==> config.mk <==
export PLATFORM = sky130hd
export DESIGN_NAME = axi_write_ctrl_flat
export DESIGN_NICKNAME = d
export VERILOG_FILES = /design/src/rtl/axi_write_ctrl_pkg.sv /design/src/rtl/axi_write_ctrl_if.sv /design/src/rtl/axi_write_ctrl_addr_decode.sv /design/src/rtl/axi_write_ctrl.sv /design/src/flat_wrapper.sv
export SDC_FILE = /design/constraint.sdc
export NUM_CORES = 1
export LEC_CHECK = 0
export BUFFER_PORTS_ARGS = -buffer_cell sky130_fd_sc_hd__buf_2
export CAP_MARGIN = 0
export CORE_MARGIN = 1.5
export CORE_UTILIZATION = 35
export DETAILED_ROUTE_END_ITERATION = 10
export PLACE_DENSITY = 0.79
export SLEW_MARGIN = 10
export SYNTH_ARGS = -nofsm -noshare
export SYNTH_HDL_FRONTEND = slang
export SYNTH_SLANG_ARGS = --single-unit
==> constraint.sdc <==
create_clock -name ACLK -period 1.8 [get_ports ACLK]
set_input_delay 0.18 -clock ACLK [delete_from_list [all_inputs] [get_ports ACLK]]
set_output_delay 0.18 -clock ACLK [all_outputs]
set_load 0.03 [all_outputs]
==> src/rtl/axi_write_ctrl_pkg.sv <==
// axi_wr_pkg: FSM states, W_state route codes and BRESP codes shared by the write-path controller and muxes
package axi_wr_pkg;
  typedef enum logic [1:0] {IDLE, AW, W, B} wr_fsm_e;
  localparam logic [1:0] WS_IDLE = 2'd0;
  localparam logic [1:0] WS_M1_S0 = 2'd1;
  localparam logic [1:0] WS_M1_S1 = 2'd2;
  localparam logic [1:0] WS_M1_DEF = 2'd3;
  localparam logic [1:0] BRESP_OKAY = 2'b00;
  localparam logic [1:0] BRESP_DECERR = 2'b11;
endpackage

==> src/rtl/axi_write_ctrl_if.sv <==
// axi_write_ctrl_if: M1 write handshakes (master drives AW/W/B inputs) and controller outputs (route code, route enables, wlast_err, default-slave *_DEC)
interface axi_write_ctrl_if;
  logic [31:0] AWADDR_M1;
  logic [3:0] AWLEN_M1;
  logic AWVALID_M1, AWREADY_M1, WVALID_M1, WREADY_M1, WLAST_M1, BVALID_M1, BREADY_M1;
  logic [1:0] W_state;
  logic aw_route, w_route, b_route, wlast_err;
  logic AWREADY_DEC, WREADY_DEC, BVALID_DEC;
  logic [1:0] BRESP_DEC;
  modport master (
    output AWADDR_M1, AWLEN_M1, AWVALID_M1, AWREADY_M1, WVALID_M1, WREADY_M1, WLAST_M1, BVALID_M1, BREADY_M1,
    input W_state, aw_route, w_route, b_route, wlast_err, AWREADY_DEC, WREADY_DEC, BVALID_DEC, BRESP_DEC
  );
  modport slave (
    input AWADDR_M1, AWLEN_M1, AWVALID_M1, AWREADY_M1, WVALID_M1, WREADY_M1, WLAST_M1, BVALID_M1, BREADY_M1,
    output W_state, aw_route, w_route, b_route, wlast_err, AWREADY_DEC, WREADY_DEC, BVALID_DEC, BRESP_DEC
  );
endinterface

==> src/rtl/axi_write_ctrl_addr_decode.sv <==
// axi_wr_addr_decode: combinational addr -> route code (S0/S1 windows; unmapped -> DEFAULT with AXI_WR_DECERR_EN, else S1)
module axi_wr_addr_decode
  import axi_wr_pkg::*;
#(
  parameter logic [31:0] S0_BASE = 32'h0000_0000,
  parameter logic [31:0] S1_BASE = 32'h0001_0000,
  parameter logic [31:0] WIN_MASK = 32'hFFFF_0000
) (
  input logic [31:0] addr,
  output logic [1:0] route
);
`ifdef AXI_WR_DECERR_EN
  localparam logic [1:0] UNMAPPED = WS_M1_DEF;
`else
  localparam logic [1:0] UNMAPPED = WS_M1_S1;
`endif
  logic [31:0] win;
  assign win = addr & WIN_MASK;
  assign route = win == S0_BASE ? WS_M1_S0 : win == S1_BASE ? WS_M1_S1 : UNMAPPED;
endmodule

==> src/rtl/axi_write_ctrl.sv <==
// axi_write_ctrl: M1 write sequencer IDLE->AW->W->B holding W_state per transaction; ports ACLK, ARESET, bus (slave modport); AXI_WR_DECERR_EN adds default slave
module axi_write_ctrl
  import axi_wr_pkg::*;
#(
  parameter logic [31:0] S0_BASE = 32'h0000_0000,
  parameter logic [31:0] S1_BASE = 32'h0001_0000,
  parameter logic [31:0] WIN_MASK = 32'hFFFF_0000
) (
  input logic ACLK,
  input logic ARESET,
  axi_write_ctrl_if.slave bus
);
  localparam logic [1:0] ST_IDLE = IDLE;
  localparam logic [1:0] ST_AW = AW;
  localparam logic [1:0] ST_W = W;
  localparam logic [1:0] ST_B = B;
  logic [1:0] st, ws, route;
  logic [3:0] beat_cnt;
  logic err, aw_hs, w_hs, b_hs, last;
  axi_wr_addr_decode #(.S0_BASE(S0_BASE), .S1_BASE(S1_BASE), .WIN_MASK(WIN_MASK)) u_dec (
    .addr(bus.AWADDR_M1),
    .route(route)
  );
  assign aw_hs = bus.AWVALID_M1 & bus.AWREADY_M1;
  assign w_hs = bus.WVALID_M1 & bus.WREADY_M1;
  assign b_hs = bus.BVALID_M1 & bus.BREADY_M1;
  assign last = beat_cnt == 4'd0;
  // beat_cnt alone ends the burst; WLAST is only cross-checked
  always_ff @(posedge ACLK) begin
    if (ARESET) begin
      st <= ST_IDLE;
      ws <= WS_IDLE;
      beat_cnt <= '0;
      err <= 1'b0;
    end else begin
      case (st)
        ST_IDLE: if (bus.AWVALID_M1) begin
          ws <= route;
          st <= ST_AW;
        end
        ST_AW: if (aw_hs) begin
          beat_cnt <= bus.AWLEN_M1;
          st <= ST_W;
        end
        ST_W: if (w_hs) begin
          if (last) st <= ST_B;
          else beat_cnt <= beat_cnt - 4'd1;
          if (bus.WLAST_M1 != last) err <= 1'b1;
        end
        default: if (b_hs) begin
          ws <= WS_IDLE;
          st <= ST_IDLE;
        end
      endcase
    end
  end
  assign bus.W_state = ws;
  assign bus.aw_route = st == ST_AW;
  assign bus.w_route = st == ST_W;
  assign bus.b_route = st == ST_B;
  assign bus.wlast_err = err;
`ifdef AXI_WR_DECERR_EN
  logic dec;
  assign dec = ws == WS_M1_DEF;
  assign bus.AWREADY_DEC = dec & (st == ST_AW);
  assign bus.WREADY_DEC = dec & (st == ST_W);
  assign bus.BVALID_DEC = dec & (st == ST_B);
  assign bus.BRESP_DEC = dec & (st == ST_B) ? BRESP_DECERR : BRESP_OKAY;
`else
  assign bus.AWREADY_DEC = 1'b0;
  assign bus.WREADY_DEC = 1'b0;
  assign bus.BVALID_DEC = 1'b0;
  assign bus.BRESP_DEC = BRESP_OKAY;
`endif
endmodule

==> src/flat_wrapper.sv <==
// flat-port wrapper written by rule: the top's interface ports become plain ports
module axi_write_ctrl_flat import axi_wr_pkg::*;
#(
  parameter logic [31:0] S0_BASE = 32'h0000_0000,
  parameter logic [31:0] S1_BASE = 32'h0001_0000,
  parameter logic [31:0] WIN_MASK = 32'hFFFF_0000
)
  (ACLK, ARESET, bus_AWADDR_M1, bus_AWLEN_M1, bus_AWVALID_M1, bus_AWREADY_M1, bus_WVALID_M1, bus_WREADY_M1, bus_WLAST_M1, bus_BVALID_M1, bus_BREADY_M1, bus_W_state, bus_aw_route, bus_w_route, bus_b_route, bus_wlast_err, bus_AWREADY_DEC, bus_WREADY_DEC, bus_BVALID_DEC, bus_BRESP_DEC);
  axi_write_ctrl_if bus_i ();
  input logic ACLK;
  input logic ARESET;
  input wire logic [$bits(bus_i.AWADDR_M1)-1:0] bus_AWADDR_M1;
  input wire logic [$bits(bus_i.AWLEN_M1)-1:0] bus_AWLEN_M1;
  input wire logic [$bits(bus_i.AWVALID_M1)-1:0] bus_AWVALID_M1;
  input wire logic [$bits(bus_i.AWREADY_M1)-1:0] bus_AWREADY_M1;
  input wire logic [$bits(bus_i.WVALID_M1)-1:0] bus_WVALID_M1;
  input wire logic [$bits(bus_i.WREADY_M1)-1:0] bus_WREADY_M1;
  input wire logic [$bits(bus_i.WLAST_M1)-1:0] bus_WLAST_M1;
  input wire logic [$bits(bus_i.BVALID_M1)-1:0] bus_BVALID_M1;
  input wire logic [$bits(bus_i.BREADY_M1)-1:0] bus_BREADY_M1;
  output wire logic [$bits(bus_i.W_state)-1:0] bus_W_state;
  output wire logic [$bits(bus_i.aw_route)-1:0] bus_aw_route;
  output wire logic [$bits(bus_i.w_route)-1:0] bus_w_route;
  output wire logic [$bits(bus_i.b_route)-1:0] bus_b_route;
  output wire logic [$bits(bus_i.wlast_err)-1:0] bus_wlast_err;
  output wire logic [$bits(bus_i.AWREADY_DEC)-1:0] bus_AWREADY_DEC;
  output wire logic [$bits(bus_i.WREADY_DEC)-1:0] bus_WREADY_DEC;
  output wire logic [$bits(bus_i.BVALID_DEC)-1:0] bus_BVALID_DEC;
  output wire logic [$bits(bus_i.BRESP_DEC)-1:0] bus_BRESP_DEC;
  assign bus_i.AWADDR_M1 = bus_AWADDR_M1;
  assign bus_i.AWLEN_M1 = bus_AWLEN_M1;
  assign bus_i.AWVALID_M1 = bus_AWVALID_M1;
  assign bus_i.AWREADY_M1 = bus_AWREADY_M1;
  assign bus_i.WVALID_M1 = bus_WVALID_M1;
  assign bus_i.WREADY_M1 = bus_WREADY_M1;
  assign bus_i.WLAST_M1 = bus_WLAST_M1;
  assign bus_i.BVALID_M1 = bus_BVALID_M1;
  assign bus_i.BREADY_M1 = bus_BREADY_M1;
  assign bus_W_state = bus_i.W_state;
  assign bus_aw_route = bus_i.aw_route;
  assign bus_w_route = bus_i.w_route;
  assign bus_b_route = bus_i.b_route;
  assign bus_wlast_err = bus_i.wlast_err;
  assign bus_AWREADY_DEC = bus_i.AWREADY_DEC;
  assign bus_WREADY_DEC = bus_i.WREADY_DEC;
  assign bus_BVALID_DEC = bus_i.BVALID_DEC;
  assign bus_BRESP_DEC = bus_i.BRESP_DEC;
  axi_write_ctrl #(.S0_BASE(S0_BASE), .S1_BASE(S1_BASE), .WIN_MASK(WIN_MASK)) u_core (.ACLK(ACLK), .ARESET(ARESET), .bus(bus_i));
endmodule
## Yosys cells after proc, flatten, opt, wreduce, memory -nomap -nowiden

Cells that the tools add are included.
Widths: inputs -> output; s select.

| cells by class | value |
|---|---|
| add/sub/neg operators | 1 |
| eq/ne operators | 9 |
| mux-type cells | 13 |
| bitwise gates (word level) | 4 |
| reduce and logical (&&, ||, !) cells | 11 |

Operator list:

| cell | count |
|---|---|
| $logic_not 32->1 | 1 |
| $mux 2 | 7 |
| $mux 4 | 3 |
| $pmux 4 s2 | 1 |
| $ne 2x1->1 const B | 3 |
| $pmux 2 s3 | 1 |
| $reduce_and 3->1 | 2 |
| $reduce_and 5->1 | 1 |
| $eq 2x2->1 const B | 2 |
| $logic_not 4->1 | 1 |
| $ne 2x2->1 const B | 2 |
| $pmux 2 s2 | 1 |
| $reduce_and 4->1 | 1 |
| $reduce_bool 2->1 | 2 |
| $reduce_bool 4->1 | 1 |
| $sub 4x1->4 const B | 1 |
| $and 1x1->1 | 3 |
| $eq 2x1->1 const B | 1 |
| $logic_not 2->1 | 1 |
| $reduce_or 2->1 | 1 |
| $ne 1x1->1 | 1 |
| $not 1->1 | 1 |

| word-level totals | value |
|---|---|
| register bits | 9 |
| input bits | 45 |
| output and inout bits | 11 |
| logic and storage cells | 42 |

## Logic depth before layout (Yosys ltp)

Gate-level depths: netlist of run 1.

| logic depth | value |
|---|---|
| depth in word-level cells | 4 |
| depth in mapped cells | 7 |
| mapped depth without buffers | 6 |

## By module

Synthesis of run 1 repeated with hierarchy kept, for this count alone.

| second synthesis, totals | value |
|---|---|
| cell total of the unflattened synthesis | 85 |
| area total of the unflattened synthesis | 711.9 um^2 |

By module, submodules not included:

| module | instances | cells an instance | area each (um^2) | sequential area each (um^2) |
|---|---|---|---|---|
| axi_write_ctrl | 1 | 79 | 665.6 | 180.2 |
| axi_wr_addr_decode | 1 | 6 | 46.3 | 0.0 |

## Worst setup path before layout of run 1

Ideal clock, no wire load.

| timing path | value |
|---|---|
| kind | reg-to-reg |
| start | register u_core.st[1] |
| end | register u_core.beat_cnt[2] |
| library setup time | 117 ps |
| data arrival time | 1725 ps |
| required time | 1683 ps |
| slack | -43 ps |
| stages on the path, launching flop included | 7 |
| buffers on the path | 0 |
| clock period less this slack | 1843 ps |
| path through | dfxtp_1 -> inv_1 -> ha_1 -> a21boi_1 -> nor4_4 -> o21ai_1 -> a32o_1 |

| between the ends | value |
|---|---|
| longest elaborated chain between the ends | 3 |
| elaborated cells between the ends (all ways) | 8 |
| those cells by class | eq/ne (5); mux (1); reduce/logical (2) |

Ends and longest elaborated chain:

| item | line | text |
|---|---|---|
| from (decl) | axi_write_ctrl.sv:17 | `logic [1:0] st, ws, route;` |
| from (signal assigned) | axi_write_ctrl.sv:31 | `st <= ST_IDLE;` |
| from (signal assigned) | axi_write_ctrl.sv:39 | `st <= ST_AW;` |
| from (signal assigned) | axi_write_ctrl.sv:43 | `st <= ST_W;` |
| $eq 2x1->1 (*) | n/a |  |
| named net bus_aw_route | flat_wrapper.sv:22 | `output wire logic [$bits(bus_i.aw_route)-1:0] bus_aw_route;` |
| $ne 2x1->1 (no source line) or $reduce_bool 2->1 (tied branches) | n/a |  |
| $reduce_and 4->1 (no source line) | n/a |  |
| to (signal assigned) | axi_write_ctrl.sv:42 | `beat_cnt <= bus.AWLEN_M1;` |
| to (signal assigned) | axi_write_ctrl.sv:47 | `else beat_cnt <= beat_cnt - 4'd1;` |
| to (decl) | axi_write_ctrl.sv:18 | `logic [3:0] beat_cnt;` |

The timed path passes the listed nets; every way through them passes the cells marked *.
A chain may end at the register's enable or synchronous reset.

## Worst setup path in the final report of run 1

| timing path | value |
|---|---|
| start | register u_core.beat_cnt[0] |
| end | register u_core.st[1] |

| between the ends | value |
|---|---|
| longest elaborated chain between the ends | 3 |

Ends and longest elaborated chain:

| item | line | text |
|---|---|---|
| $logic_not 4->1 | axi_write_ctrl.sv:27 | `assign last = beat_cnt == 4'd0;` |
| $ne 2x1->1 (no source line) | n/a |  |
| $reduce_and 5->1 (no source line) | n/a |  |

Every way passes these cells.

==> results.md, run 1 <==
* Clock Latency Late Sink at roughly 0.27 ns
* Slowest stage delay, CP at 0.42 ns
* Lkg Pwr at 0.000453 uW
* Sink Count at 9
* Startpoint class of the critical path: register
* Synth-to-layout area growth at 35.6%
* Number of remaining DRC errors at 0
* Critical R2R Launch: u_core.beat_cnt[0]$_SDFFE_PP0P_
* CTS root buf: clkbuf_4
* YS warnings at 0
* Delay-heaviest family, CP: simple AND/OR/NAND/NOR gates
* Crit Path Max Fanout at 4
* Post-DRT Antenna Nets at 0
* Max Cap Viol at 0
* Syn Inst Count at between 80 and 90
* Post-synth EDFFs at 0
* Max-slew violations at 0
* Crit. Startpoint: u_core.beat_cnt[0]$_SDFFE_PP0P_
* Tcrit/Tclk final at 93.7%
* Worst Setup End Kind: register
* Die Footprint at 2330 um^2
* FFs w/ async S/R, synth at 0%
* DP HPWL at 1300 um
* CP cell instances: inv_1, ha_1, or3b_4, a211oi_4, a21oi_1, nor3_2
* CP Data Arrival Time at 1.88 ns
* Worst vdd ir at 0.962 mV
* Pre-antenna DRT Iters at 4
* Final GP Congestion at approximately 0.76
* Seq/Total Area, Yosys at about 25%
* Global-route wire length before repair at 2500 um
* Initial antenna violation count at 0
* Hold Worst Slack at 0.222 ns
* TritonCTS clock tree: yes
* FILL cells at about 200
* Syn Area/Cell at 8.74 um^2
* Outcome: finished, final reports clean
* Clock-pin slew on the worst setup and hold paths at around 0.060 ns
* Buf/Inv on CP at 1
* Setup violations, final at 0
* Starting DRT DRC Count at 7
* Total core area at a little under 2000 um^2
* NumNets Final at about 170
* Largest net degree at the start of global routing at 11
* Yosys reg bits at 9
* H-tree depth at 1
* Initial Util at between 30% and 40%
* Via Count at 743
* Netlist Area Pre-Place at around 700 um^2
* Final Util at 50.1%
* Crit-path slowest cell: or3b_4
* Num CTS Buffers at 3
* Crit path required time at roughly 2.0 ns
* Share of cells above drive strength 1 at 46.3%
* Die Width at ~48 um
* Die height at 48.3 um
* Port-buffer cells at 34
* Synth cell types at 35
* Max Fclk at 0.593 GHz
* Crit Path Class: reg2reg
* Drt wl/cell at 10.8 um
* Gr ovfl total at 0
* Std-Cell Rows at 16
* Vias in the first global route at ~640
* Most used DFF post-synth: dfxtp_1
* Max clock buf depth at 2
* Post-Route Skew at around 0.0034 ns
* HP Class: in2reg
* Min Tclk post-route at 1.69 ns
* Pwr Density at 1560 nW/um^2
* Min-delay src: ARESET
* Antenna Cells at 0
* Drt total wl at 1590 um
* Final Hold Fails at 0
* Boundary Pins at 56
* Hold_buf cts at 0
* Total GRT Usage at roughly 16%
* Via-to-Cell Ratio at 5.02
[routing by layer]
metal	track usage (%)	up-vias	wire length [um]
met3	7.41	6	136
met1	15.4	340	594
li1	-	363	-
met2	28.7	34	834
met4	5.41	0	28
met5	0	-	0
[worst reg2reg max path: stages, from the launching register on]
cell	delay, ns
dfxtp_2	0.34
inv_1	0.08
ha_1	0.21
or3b_4	0.42
a211oi_4	0.28
a21oi_1	0.13
nor3_2	0.16
[logic make-up after synthesis]
group / after synthesis / share of synthesized area, %
flops: 9 / 25.1
simple gates: 27 / 24.4
compound gates: 22 / 23.0
mux: 2 / 2.97
other cells: 1 / 0.523
fa+ha+maj: 7 / 12.2
xor+xnor: 1 / 1.22
buf+inv: 13 / 10.5
[layout make-up]
class | instances | area (um^2) | share of cell area, %
Multi-Input combinational cell | 64 | 503 | 51.7
Timing Repair Buffer | 38 | 200 | 20.6
Sequential cell | 9 | 186 | 19.2
Tap cell | 27 | 33.8 | 3.47
Clock buffer | 4 | 26.3 | 2.70
Inverter | 6 | 22.5 | 2.32
[synth_stat cells, drive strengths merged (2+ instances only)]
| library cell | number | area, um^2 |
|---|---|---|
| dfxtp | 9 | 180 |
| ha | 7 | 87.6 |
| a21oi | 6 | 30.0 |
| buf | 6 | 48.8 |
| inv | 6 | 22.5 |
| nor2 | 6 | 22.5 |
| nor4 | 6 | 52.6 |
| nand2 | 5 | 18.8 |
| o21ai | 4 | 20.0 |
| nand2b | 3 | 18.8 |
| a21boi | 2 | 26.3 |
| a31o | 2 | 17.5 |
| nand3b | 2 | 15.0 |
[per-stage QoR]
| step | power (uW) | worst slack [ns] | cell area, um^2 | instances | TNS [ns] |
|---|---|---|---|---|---|
| after floorplan | 1030 | 0.0166 | 732 | 86 | 0 |
| after global placement | 1170 | 0.0531 | 898 | 142 | 0 |
| after detailed placement | 1210 | -0.0185 | 898 | 142 | -0.0185 |
| after CTS | 1420 | 0.0306 | 940 | 148 | 0 |
| after global routing | 1650 | -0.00145 | 972 | 148 | -0.00145 |
| final | 1510 | 0.114 | 972 | 148 | 0 |
[cells in the final DEF, fill, tap and decap left out, drive strengths merged, types with 2 or more instances in the layout]
master and n:
nor2 6, buf 38, a21boi 2, a31o 2, dfxtp 9, clkbuf 4, nand2b 3, nor4 6
nand2 5, inv 6, ha 7, a21oi 6, conb 5, nand3b 2, o21ai 4
[registers in the layout (all words and copies together) (netlist names)]
| name | flops |
|---|---|
| u_core.st | 2 |
| u_core.bus.W_state | 2 |
| u_core.bus.wlast_err | 1 |
| u_core.beat_cnt | 4 |
[repair_timing]
action,in CTS,in global routing
resized for setup,0,10
pin swaps,1,2
endpoints found under the setup margin,1,3
buffers inserted,2,0
[path summary, 6_finish.rpt]
kind | end | slack (ns) | cells after the start
worst min register to register | u_core.bus.W_state[0]$_SDFFE_PP0P_ | 0.45 | 2
worst max-delay path | u_core.st[1]$_SDFFE_PP0P_ | 0.11 | 6
worst min-delay path | u_core.bus.wlast_err$_SDFFE_PP0P_ | 0.22 | 2
worst max register to register | u_core.st[1]$_SDFFE_PP0P_ | 0.11 | 6
[report_power, final]
| part | switching, uW | internal (uW) |
|---|---|---|
| clock network | 77.2 | 85.8 |
| registers | 66.7 | 275 |
| logic | 520 | 489 |
| total | 664 | 849 |
Power figures use the tool's default switching activity.
==> run 2: changes to the inputs <==
--- a/config.mk
+++ b/config.mk
@@ -14,4 +14,5 @@
 export SLEW_MARGIN = 10
 export SYNTH_ARGS = -nofsm -noshare
 export SYNTH_HDL_FRONTEND = slang
+export SYNTH_HIERARCHICAL = 1
 export SYNTH_SLANG_ARGS = --single-unit
==> results.md, run 2 <==
* CTS root buf: clkbuf_4
* Initial Util at 36.7% (-0.26 points)
* Number of flip-flops in the largest register at 4 (unchanged)
* Post-synth EDFFs at 0 (unchanged)
* Slowest stage delay, CP at 0.32 ns (-0.10 ns)
* DP HPWL at 1400 um (+7.5%)
* Syn Area/Cell at 8.38 um^2 (-4.2%)
* Max Cap Viol at 0 (unchanged)
* Reg area at 183 um^2 (-2.0%)
* Clock Latency Late Sink at 0.26 ns (about the same)
* Starting DRT DRC Count at 14 (+7)
* Startpoint class of the critical path: register
* Most used DFF post-synth: dfxtp_1
* Crit Path Max Fanout at 7 (+3)
* Area after DPL at 937 um^2 (+4.3%)
* Pwr Density at 1550 nW/um^2 (-0.54%)
* Crit-path slowest cell: dfxtp_2
* CP cell instances: inv_1, ha_1, buf_4, nor2_1, a2111oi_4, buf_6, o21ai_1, a32o_1
* Clock-pin slew on the worst setup and hold paths at 0.07 ns (about the same)
* Yosys reg bits at 9 (unchanged)
* FFs w/ async S/R, synth at 0% (unchanged)
* Worst Setup End Kind: register
* Largest net degree at the start of global routing at 10 (-1)
* Min Tclk post-route at 1.73 ns (+0.0435 ns)
* Post-DRT Antenna Nets at 0 (unchanged)
* HP Class: in2reg
* Final Hold Fails at 0 (unchanged)
* Synth cell types at 33 (-5.7%)
* Num CTS Buffers at 3 (unchanged)
* PnR Total Power at 1560 uW (+2.8%)
* Placement Setup Slack at -0.0283 ns (-0.00987 ns)
* Total GRT Usage at 16.2% (+0.44 points)
* Multi-input logic area at 513 um^2 (+2.0%)
* FILL cells at 190 (-6.4%)
* RSZ-0062 raised after global routing: no
* Drt wl/cell at 11.5 um (+6.5%)
* Max Fclk at 0.578 GHz (-2.5%)
* Max-slew violations at 0 (unchanged)
* Finished Cell Area at 1000 um^2 (+3.3%)
* YS warnings at 6 (+6)
* Max clock buf depth at 2 (unchanged)
* Die Width at 48.1 um (-0.33%)
* CP Data Arrival Time at 1.88 ns (about the same)
* TritonCTS clock tree: yes
* Via-to-Cell Ratio at 5.03 (+0.11%)
* Ranking of synthesized cells by area: dfxtp_1 25%, ha_1 11%, a2111oi_4 7.7%
* Gr ovfl total at 0 (unchanged)
* Port-buffer cells at 34 (unchanged)
* Drt total wl at 1770 um (+11%)
* Via Count at 774 (+4.2%)
* Setup violations, final at 0 (unchanged)
* Initial antenna violation count at 0 (unchanged)
* H-tree depth at 1 (unchanged)
* Top-count cell post-synth: nand2_1
* Netlist Area Pre-Place at 712 um^2 (-0.70%)
* Setup TNS at 0 ns (unchanged)
* Pre-antenna DRT Iters at 4 (unchanged)
* Hold_buf cts at 0 (unchanged)
* Synth-to-layout area growth at 41.1%
* Crit Path Class: reg2reg
* Antenna Cells at 0 (unchanged)
* Synth top area share at 25.3% (+0.18 points)
* Final worst setup slack at 0.0704 ns (-0.0435 ns)
* Tcrit/Tclk final at 96.1% (+2.4 points)
* Commonest cells post-synth: 10 x nand2_1, 9 x dfxtp_1, 8 x nor2_1
* Post-Route Skew at 0.00489 ns (+0.00147 ns)
* Yosys top cell by area: dfxtp_1
* Sink Count at 9 (unchanged)
* Most frequent cells in the layout: 34 x buf_2, 10 x nand2_1, 8 x nor2_1, 7 x a21oi_1, 7 x dfxtp_1
* Total core area at 1940 um^2 (unchanged)
* Crit path required time at 1.95 ns (-0.04 ns)
* Vias in the first global route at 671 (+5.5%)
* Share of cells above drive strength 1 at 45.7% (-0.61 points)
* Number of remaining DRC errors at 0 (unchanged)
* Most common cell after layout, fill and taps aside: buf_2
* Die height at 48.1 um (-0.33%)
* Worst vdd ir at 0.597 mV (-38%)
* Std-Cell Rows at 16 (unchanged)
* Seq/Total Area, Yosys at 25.3% (+0.18 points)
* Reg with most FFs: u_core/beat_cnt
* Syn Inst Count at 85 (+3.7%)
* Outcome: finished, final reports clean
* Global-route wire length before repair at 2560 um (+2.5%)
* Boundary Pins at 56 (unchanged)
* Die Footprint at 2310 um^2 (-0.66%)
* Final GP Congestion at 0.755 (-1.3%)
* Lkg Pwr at 0.000456 uW (+0.58%)
* NumNets Final at 179 (+2.9%)
-- run 2: cell types whose count changed after synthesis, moves of 2 or more --
| cell | previous run | this run |
|---|---|---|
| a2111oi_4 | 0 | 2 |
| nand2b_1 | 3 | 0 |
| a31o_2 | 2 | 0 |
| nor2_1 | 6 | 8 |
| nand2_1 | 5 | 10 |
-- run 2: worst paths after layout --
path | start | endpoint | slack, ns | cells past startpoint
min | ARESET | u_core/st[1]$_SDFFE_PP0P_ | 0.22 | 2
max | u_core/st[0]$_SDFFE_PP0P_ | u_core/beat_cnt[2]$_SDFFE_PP0P_ | 0.07 | 8
min reg2reg | u_core/bus.wlast_err$_SDFFE_PP0P_ | u_core/bus.wlast_err$_SDFFE_PP0P_ | 0.48 | 2
max reg2reg | u_core/st[0]$_SDFFE_PP0P_ | u_core/beat_cnt[2]$_SDFFE_PP0P_ | 0.07 | 8
-- run 2: cell type report --
type                       instances  share of cell area (%)
clock buffer                       4                    2.62
inverter                           6                    2.24
multi-input combinational         67                    51.1
sequential                         9                    18.2
tap                               27                    3.36
timing repair buffer              41                    22.5
-- run 2: metal layers --
metal	track usage (%)	vias up	part of all wire (%)
li1	-	384	-
met1	17.4	342	40
met2	27.5	41	50
met3	1.48	7	7.2
met4	15.1	0	2.8
met5	0	-	0
-- run 2: cell families (layout without fill, tap and decap cells) --
logic type	count (synthesis)	count (layout)	share of synthesized area, %
simple gates	29	29	21.1
fa+ha+maj	6	6	10.5
mux	3	3	4.39
buf+inv	13	51	9.67
flops	9	9	25.3
xor+xnor	1	1	1.23
other cells	1	5	0.527
compound gates	23	23	27.2
-- run 2: stage by stage --
stage	utilization, %	std cells	hold slack, ns
after floorplan	-	89	0.370
after global routing	51.7	154	0.219
after CTS	50.2	153	0.196
after global placement	48.3	149	0.446
final	51.7	154	0.221
after detailed placement	48.3	149	0.465
-- run 2: report_power, final --
part	leakage, uW	switching, uW	internal (uW)
registers	0.0000743	57.6	270
logic	0.000366	571	495
clock network	0.0000150	76.3	85.6
-- run 2: timing repair --
action	4_1_cts	5_1_grt
pin swaps	1	3
hold endpoints to repair	0	0
gates resized for setup	3	6
setup buffers	0	1
setup endpoints to repair	3	4
-- run 2: critical path: cells and delay by family, from the launching register on --
family,cells,cell delay (ns)
buffers and inverters,3,0.44
adders and majority gates,1,0.18
DFF,1,0.32
and+or+nand+nor,1,0.08
AOI/OAI and AO/OA,3,0.60
==> run 3: changes to the inputs <==
--- a/config.mk
+++ b/config.mk
@@ -8,9 +8,9 @@
 export BUFFER_PORTS_ARGS = -buffer_cell sky130_fd_sc_hd__buf_2
 export CAP_MARGIN = 0
 export CORE_MARGIN = 1.5
-export CORE_UTILIZATION = 35
+export CORE_UTILIZATION = 41
 export DETAILED_ROUTE_END_ITERATION = 10
-export PLACE_DENSITY = 0.79
+export PLACE_DENSITY = 0.87
 export SLEW_MARGIN = 10
 export SYNTH_ARGS = -nofsm -noshare
 export SYNTH_HDL_FRONTEND = slang
==> constraint.sdc (replaced) <==
create_clock -name ACLK -period 2.1 [get_ports ACLK]
set_input_delay 0.21 -clock ACLK [delete_from_list [all_inputs] [get_ports ACLK]]
set_output_delay 0.21 -clock ACLK [all_outputs]
set_load 0.03 [all_outputs]
==> results.md, run 3 (same netlist as run 2, synthesis figures left out) <==
* Outcome: finished with violations
* Failing checks: DRC
* Drt wl/cell at 11.2 um (-2.4%)
* Hold_buf cts at 0 (unchanged)
* Total core area at 1560 um^2 (-20%)
* CP cell instances: inv_1, ha_1, a21boi_1, a2111oi_4, o21ai_1, a32o_1
* Synth-to-layout area growth at 27.2%
* HP Class: in2reg
* Pre-antenna DRT Iters at 7 (+3)
* Largest net degree at the start of global routing at 12 (+2)
* Sink Count at 9 (unchanged)
* Initial antenna violation count at 0 (unchanged)
* Least-Margin Pin Slew at around 0.53 ns
* Finished Cell Area at 906 um^2 (-9.8%)
* Post-Route Skew at 0.00181 ns (-0.00308 ns)
* Clock Latency Late Sink at 0.26 ns (about the same)
* Most frequent cells in the layout: 34 x buf_2, 10 x nand2_1, 9 x dfxtp_1, 8 x nor2_1, 7 x a21oi_1
* Reg with most FFs: u_core/beat_cnt
* Drt total wl at 1530 um (-13%)
* Max Fclk at 0.504 GHz (-13%)
* Hold EP: u_core/bus.wlast_err$_SDFFE_PP0P_
* Die Footprint at 2000 um^2 (-14%)
* Most common cell after layout, fill and taps aside: buf_2
* Post-DRT Antenna Nets at 0 (unchanged)
* Tcrit/Tclk final at 94.5% (-1.6 points)
* Final GP Congestion at 0.841 (+11%)
* Die Width at 44.7 um (-7.1%)
* Startpoint class of the critical path: register
* Die height at 44.7 um (-7.1%)
* R2r setup slk at 0.12 ns (+0.05 ns)
* TritonCTS clock tree: yes
* Antenna Cells at 0 (unchanged)
* Max-slew violations at 0 (unchanged)
* Vias in the first global route at 693 (+3.3%)
* CP Data Arrival Time at 2.14 ns (+0.26 ns)
* Boundary Pins at 56 (unchanged)
* Global-route wire length before repair at 2550 um (-0.51%)
* Crit Path Class: reg2reg
* Number of remaining DRC errors at 2 (+2)
* Clock-pin slew on the worst setup and hold paths at 0.06 ns (about the same)
* Area after DPL at 878 um^2 (-6.3%)
* Initial Util at 45.7% (+9.0 points)
* H-tree depth at 1 (unchanged)
* Post-CTS setup buffer count at 0 (unchanged)
* Headroom to the max-slew limit at roughly 65%
* DP HPWL at 1310 um (-6.1%)
* Min Tclk post-route at 1.98 ns (+0.255 ns)
* Max clock buf depth at 2 (unchanged)
* Delay-heaviest family, CP: compound AO/OA/AOI/OAI gates
* Post-CTS sizing at 0 (-3)
* Setup violations, final at 0 (unchanged)
* Port-buffer cells at 34 (unchanged)
* Slowest stage delay, CP at 0.58 ns (+0.26 ns)
* Std-Cell Rows at 14 (-2)
* Min-delay src: bus_WREADY_M1
* RSZ-0062 raised after global routing: no
* Share of cells above drive strength 1 at 36.4% (-9.3 points)
* Worst vdd ir at 0.567 mV (-5.0%)
* Buf/Inv on CP at 1 (-2)
* Final Hold Fails at 0 (unchanged)
* Number of flip-flops in the largest register at 4 (unchanged)
* Crit path required time at 2.26 ns (+0.31 ns)
* Num CTS Buffers at 3 (unchanged)
* Total GRT Usage at 17.1% (+0.93 points)
* Pwr Density at 1260 nW/um^2 (-19%)
* Via-to-Cell Ratio at 5.44 (+8.2%)
* Cell count of the worst reg-to-reg path at 6 (-2)
* Max Cap Viol at 0 (unchanged)
* Via Count at 745 (-3.7%)
* Worst hold path cell count at 3 (+1)
* End of the worst register-to-register path: u_core/beat_cnt[2]$_SDFFE_PP0P_
* NumNets Final at 173 (-3.4%)
* Gr ovfl total at 0 (unchanged)
* Crit-path slowest cell: a2111oi_4
* Lkg Pwr at 0.000427 uW (-6.3%)
* Starting DRT DRC Count at 11 (-3)
* Critical R2R Launch: u_core/st[0]$_SDFFE_PP0P_
* Placement Setup Slack at 0.129 ns (+0.158 ns)
* CTS root buf: clkbuf_4
* Final worst setup slack at 0.115 ns (+0.0450 ns)
* Worst Setup End Kind: register
* Crit Path Max Fanout at 7 (unchanged)
* Setup TNS at 0 ns (unchanged)
## run 3: changes by cell type in the layout (fill, tap and decap cells not counted), moves of 2 or more
cell and delta:
buf_4 -5, dfxtp_1 +2, dfxtp_2 -2, ha_1 +2
inv_1 +2, inv_2 -2
## run 3: worst max-delay path by stage
stage | endpoint | cells after the start | start
floorplan | u_core/beat_cnt[2]$_SDFFE_PP0P_ | 6 | u_core/st[1]$_SDFFE_PP0P_
global placement | u_core/beat_cnt[2]$_SDFFE_PP0P_ | 6 | u_core/st[0]$_SDFFE_PP0P_
detailed placement | u_core/beat_cnt[2]$_SDFFE_PP0P_ | 6 | u_core/st[0]$_SDFFE_PP0P_
CTS | u_core/beat_cnt[2]$_SDFFE_PP0P_ | 6 | u_core/st[0]$_SDFFE_PP0P_
global route | u_core/beat_cnt[2]$_SDFFE_PP0P_ | 6 | u_core/st[0]$_SDFFE_PP0P_
finish | u_core/beat_cnt[2]$_SDFFE_PP0P_ | 6 | u_core/st[0]$_SDFFE_PP0P_
## run 3: cell type report
class,count,area [um^2]
Fill cell,151,653
Inverter,6,22.5
Clock inverter,1,5.00
Clock buffer,3,22.5
Multi-Input combinational cell,67,478
Tap cell,16,20.0
Sequential cell,9,180
Timing Repair Buffer,35,178
## run 3: power breakdown
group	leakage, uW	total (uW)	switching (uW)	internal [uW]
clock	0.0000177	134	64.0	70.4
sequential	0.0000735	285	57.0	228
combinational	0.000335	722	423	299
total	0.000427	1140	544	597
## run 3: worst min-delay path, cell delays in order
cell and delay, ns:
buf_2 0.09, a41oi_1 0.09, nor2_1 0.07
## run 3: metal layers
| layer | up-vias | wire length, um | part of all wire (%) | GRT usage, % |
|---|---|---|---|---|
| met2 | 37 | 793 | 52 | 34.2 |
| met1 | 338 | 602 | 39 | 16.4 |
| met3 | 0 | 137 | 8.9 | 5.71 |
| li1 | 370 | - | - | - |
| met4 | 0 | 0 | 0 | 3.64 |
| met5 | - | 0 | 0 | 0 |
## run 3: per-stage QoR
stage / instances / util (%) / hold slack [ns] / total power (uW)
2_1_floorplan: 89 / - / 0.400 / 869
3_3_place_gp: 133 / 56.3 / 0.451 / 985
3_5_place_dp: 133 / 56.3 / 0.461 / 1010
4_1_cts: 137 / 58.1 / 0.225 / 1150
5_1_grt: 137 / 58.1 / 0.245 / 1230
6_report: 137 / 58.1 / 0.225 / 1140
